$ cat src/rtl/arb_muxnx1.sv
// rtl/arb_muxnx1.sv - N:1 registered mux with valid/ready handshake, fixed or round-robin grant.
// Optional XFER_COUNT statistics output when ARB_MUXNX1_STATS_EN is defined.
module arb_muxnx1 #(
  parameter int WIDTH = 8,
  parameter int N     = 4,
  parameter int SELW  = 2
) (
  input  logic                 CLK,
  input  logic                 RESET,
  input  logic                 MODE,
  input  logic [SELW-1:0]      SELECT,
  input  logic [N-1:0]         IN_VALID,
  input  logic [N*WIDTH-1:0]   IN_DATA,
  output logic [N-1:0]         IN_READY,
  output logic                 OUT_VALID,
  output logic [WIDTH-1:0]     OUT_DATA,
  output logic [SELW-1:0]      OUT_SEL,
  input  logic                 OUT_READY
`ifdef ARB_MUXNX1_STATS_EN
  ,
  output logic [15:0]          XFER_COUNT
`endif
);

  logic              out_valid_q, out_valid_d;
  logic [WIDTH-1:0]  out_data_q,  out_data_d;
  logic [SELW-1:0]   out_sel_q,   out_sel_d;
  logic [SELW-1:0]   rr_ptr_q,    rr_ptr_d;

  logic              load_en;
  logic              grant_vld;
  logic [SELW-1:0]   grant_idx;
  logic              xfer_in;
  logic [WIDTH-1:0]  sel_data;
  int                scan_idx;

  assign load_en = !out_valid_q || OUT_READY;

  always_comb begin
    grant_vld = 1'b0;
    grant_idx = '0;
    scan_idx  = 0;
    if (!MODE) begin
      // Out-of-range SELECT values match no channel and therefore grant nothing.
      for (int i = 0; i < N; i++) begin
        if (IN_VALID[i] && (SELECT == SELW'(i))) begin
          grant_vld = 1'b1;
          grant_idx = SELW'(i);
        end
      end
    end else begin
      for (int k = 1; k <= N; k++) begin
        scan_idx = (int'(rr_ptr_q) + k) % N;
        if (!grant_vld && IN_VALID[scan_idx]) begin
          grant_vld = 1'b1;
          grant_idx = SELW'(scan_idx);
        end
      end
    end
  end

  // Reset gates the accept strobes so no producer believes a word was taken.
  assign xfer_in  = !RESET && load_en && grant_vld;
  assign sel_data = IN_DATA[int'(grant_idx)*WIDTH +: WIDTH];

  always_comb begin
    IN_READY = '0;
    for (int i = 0; i < N; i++) begin
      IN_READY[i] = xfer_in && (grant_idx == SELW'(i));
    end
  end

  always_comb begin
    out_valid_d = out_valid_q;
    out_data_d  = out_data_q;
    out_sel_d   = out_sel_q;
    rr_ptr_d    = rr_ptr_q;
    if (xfer_in) begin
      out_valid_d = 1'b1;
      out_data_d  = sel_data;
      out_sel_d   = grant_idx;
      if (MODE) begin
        rr_ptr_d = grant_idx;
      end
    end else if (out_valid_q && OUT_READY) begin
      out_valid_d = 1'b0;
    end
  end

  always_ff @(posedge CLK) begin
    if (RESET) begin
      out_valid_q <= 1'b0;
      out_data_q  <= '0;
      out_sel_q   <= '0;
      rr_ptr_q    <= SELW'(N - 1);
    end else begin
      out_valid_q <= out_valid_d;
      out_data_q  <= out_data_d;
      out_sel_q   <= out_sel_d;
      rr_ptr_q    <= rr_ptr_d;
    end
  end

  assign OUT_VALID = out_valid_q;
  assign OUT_DATA  = out_data_q;
  assign OUT_SEL   = out_sel_q;

`ifdef ARB_MUXNX1_STATS_EN
  logic [15:0] xfer_count_q, xfer_count_d;

  always_comb begin
    xfer_count_d = xfer_count_q;
    if (out_valid_q && OUT_READY && (xfer_count_q != 16'hFFFF)) begin
      xfer_count_d = xfer_count_q + 16'd1;
    end
  end

  always_ff @(posedge CLK) begin
    if (RESET) begin
      xfer_count_q <= '0;
    end else begin
      xfer_count_q <= xfer_count_d;
    end
  end

  assign XFER_COUNT = xfer_count_q;
`endif

endmodule

$ cat config.mk
export PLATFORM = sky130hd
export DESIGN_NAME = arb_muxnx1
export DESIGN_NICKNAME = d
export VERILOG_FILES = /design/src/rtl/arb_muxnx1.sv
export SDC_FILE = /design/constraint.sdc
export NUM_CORES = 1
export LEC_CHECK = 0
export ABC_AREA = 1
export CAP_MARGIN = 5
export CORE_UTILIZATION = 31
export DETAILED_ROUTE_END_ITERATION = 10
export MAX_ROUTING_LAYER = met4
export PLACE_DENSITY = 0.7
export SYNTH_ARGS = -nofsm -noshare
export SYNTH_HDL_FRONTEND = slang
export SYNTH_SLANG_ARGS = --single-unit
$ cat constraint.sdc
create_clock -name CLK -period 2 [get_ports CLK]
set_clock_uncertainty 0.1 [all_clocks]
set_input_delay 0.4 -clock CLK [delete_from_list [all_inputs] [get_ports CLK]]
set_output_delay 0.4 -clock CLK [all_outputs]
set_load 0.03 [all_outputs]
==> results.cfg <==
[grt]
grtUsageTotal = 0.182
grt_max_degree = 17
antenna_found_initial = 0
grt_pass1_wl_um = 6150
overflow = 0
grt_pass1_vias = 1472

[cells_and_area]
area.growth.synth_to_final_pct = 72.6
multiInputGateArea_sq_um = 908
layout_commonest_cell = nand2_1
seq_area_sq_um = 268
nets = 337
fillCellCount = 368
final_util = 0.576
n_antenna_cell = 0
layout_common_cells = 51 x nand2_1, 44 x clkdlybuf4s50_1, 40 x inv_1, 38 x nand3_1, 18 x buf_4
drive_gt1_frac = 0.269

[placement]
gp_congestion = 0.883
pre_cts_ws_ps = -637
dp_hpwl_um = 2870
io_buffers = 56

[sta]
setup_violations = 4
fin_crit_sh = 1.17
max-slew-margin-rel = 0.778
fin_setup_tns_ps = -1370
hold_viol_final = 0
timing.final.ws_setup_ps = -350
fmax_ghz = 0.426
timing.hold.ws_ps = 404
slew_violations = 0
fin_crit_ps = 2350
tightest_slew_ps = 331
rsz0062_at_grt = yes

[setup_path]
path_cells = buf_6 > nand2_4 > nand2_4 > nand2_4 > a21boi_4 > nand3_2 > nor2_4 > nor2_4 > nor2_4 > inv_4 > nor2_4 > buf_6
cp-start-kind = flop
crit_path_end_kind = output pin
cp_data_arrival_time_ps = 1850
crit_buf_inv = 3
crit_type = flop to output pin
cp_top_family = simple AND/OR/NAND/NOR gates
crit_top_cell = nor2_4
slowest_stage = dfxtp_4
worstPathRequired_ps = 1500
cp_slowest_stage_delay_ps = 420
critical_path.max_fanout = 7

[pwr]
vdd_drop_max_v = 0.000274
p_per_area_mw_per_mm2 = 545
clock_power_share = 0.190
p_comb_frac = 0.548
p_int_mw = 0.722
p_leak_nw = 1.13
netSwitchingFraction = 0.396
seqPwrFrac = 0.262
p_sw_mw = 0.472

[route]
first_pass_iters = 4
via_per_inst = 4.65
drt.antenna.violating_nets = 0
wire_per_inst_um = 11.1
drc = 0
vias = 1590
wirelength_um = 3800
drt-initial-drc-count = 92

[floorplan]
ios = 57
dieWidth_um = 66.0
start_util = 0.334
num_rows = 22
die_h_um = 66.0
dieArea_sq_mm = 0.00435
coreArea_sq_mm = 0.00380

[clocking]
clk_pin_slew_ps = 50
cts_tree = yes
clockBufferDepth = 2
clock_sinks = 13
clk_latency_ps = 230
numCtsBuffers = 3
htree_levels = 1
root_buffer = clkbuf_8

[logic_synthesis]
yosysTopAreaCell = dfxtp_1
netlist_instances = 220
ys_seq_area_frac = 0.205
synth_fp_nets = 262
synthTopCellsByArea = dfxtp_1 21%, nand2_1 19%, nand3_1 16%
avgSynthCellArea_sq_um = 5.77
yosys_warnings = 0
synthDistinctLibCells = 23
ys_ff_latch = 13
synth_top_area_frac = 0.205
syn-cell-area_sq_mm = 0.00127

[status]
status = finished with violations
violations = negative setup slack

[worst_hold_path]
hp-class = flop to flop

[job]
drv_cap = 0
## worst paths after layout
| check | from | endpoint | cells past startpoint | slack, ps |
|---|---|---|---|---|
| worst max-delay path | rr_ptr_q[0]$_SDFFE_PP1P_ | IN_READY[0] | 12 | -350 |
| worst min register to register | OUT_VALID$_SDFFE_PP0P_ | OUT_VALID$_SDFFE_PP0P_ | 2 | 400 |
| worst max register to register | rr_ptr_q[0]$_SDFFE_PP1P_ | OUT_DATA[7]$_SDFFE_PP0P_ | 16 | 20 |
| worst min-delay path | OUT_VALID$_SDFFE_PP0P_ | OUT_VALID$_SDFFE_PP0P_ | 2 | 400 |
## cell families (layout without fill, tap and decap cells)
group,Yosys count,count (layout),share of synthesized area
AOI/OAI and AO/OA,11,11,0.0483
buffers and inverters,55,129,0.200
DFF,13,13,0.205
and+or+nand+nor,141,141,0.546
## area by class of cell
class,count,share of cell area
Tap cell,48,0.0274
Inverter,48,0.0857
Timing Repair Buffer,77,0.329
Sequential cell,13,0.122
Clock buffer,4,0.0206
Multi-Input combinational cell,152,0.415
## layer usage
layer | vias up | wire (um) | global-route usage
met5 | - | 0 | -
met4 | 0 | 34 | 0.0399
met3 | 4 | 131 | 0.0103
met2 | 38 | 1960 | 0.324
met1 | 716 | 1680 | 0.226
li1 | 832 | - | -
## power groups by stage
| stage | sequential (mW) | combinational [mW] | clock, mW |
|---|---|---|---|
| 4_1_cts | 0.311 | 0.623 | 0.232 |
| 3_3_place_gp | 0.316 | 0.584 | 0 |
| 2_1_floorplan | 0.363 | 0.319 | 0 |
| 6_report | 0.312 | 0.654 | 0.227 |
| 5_1_grt | 0.315 | 0.712 | 0.247 |
| 3_5_place_dp | 0.315 | 0.589 | 0 |
## worst register-to-register path: stages, from the launching register on
cell,delay [ps]
dfxtp_4,420
inv_6,70
nand2_2,60
nand2_2,80
nand2_4,90
nand2_2,80
nor2_1,90
nand2_1,50
nand2_1,100
nand3_4,100
nand2_4,130
buf_4,190
nand2_1,60
nand3_1,80
nand3_1,80
nand2_1,60
inv_1,30
## registers in the layout, indices dropped and copies added (netlist names)
signal     count
OUT_DATA       8
OUT_SEL        2
OUT_VALID      1
rr_ptr_q       2
## synthesized netlist by cell type
cell type,number
a31oi_1,1
buf_6,4
dfxtp_1,13
nor2_2,3
nand3_2,1
nor2_1,10
nand4_1,2
nor3_4,1
a21boi_1,1
buf_4,2
nand3_4,1
nand3b_1,8
o31ai_1,1
inv_1,46
nor2_4,1
o21ai_0,5
nand2_1,63
nand3_1,41
nand2_2,9
a21oi_1,3
inv_2,2
nand2_4,1
clkbuf_8,1
## through the flow
step                      cell area, sq um  total power [mW]  std cells
after floorplan                       1310             0.682        220
after global placement                1990             0.900        336
after global routing                  2190              1.27        342
final                                 2190              1.19        342
after CTS                             2110              1.17        342
after detailed placement              1990             0.904        336
## repair_timing
| item | in CTS | in global routing |
|---|---|---|
| hold buffers | 0 | 0 |
| setup buffers | 2 | 0 |
| resized for setup | 32 | 22 |
| pin swaps | 15 | 11 |
| endpoints found under the setup margin | 15 | 14 |
(Power assumes the default switching activity.)
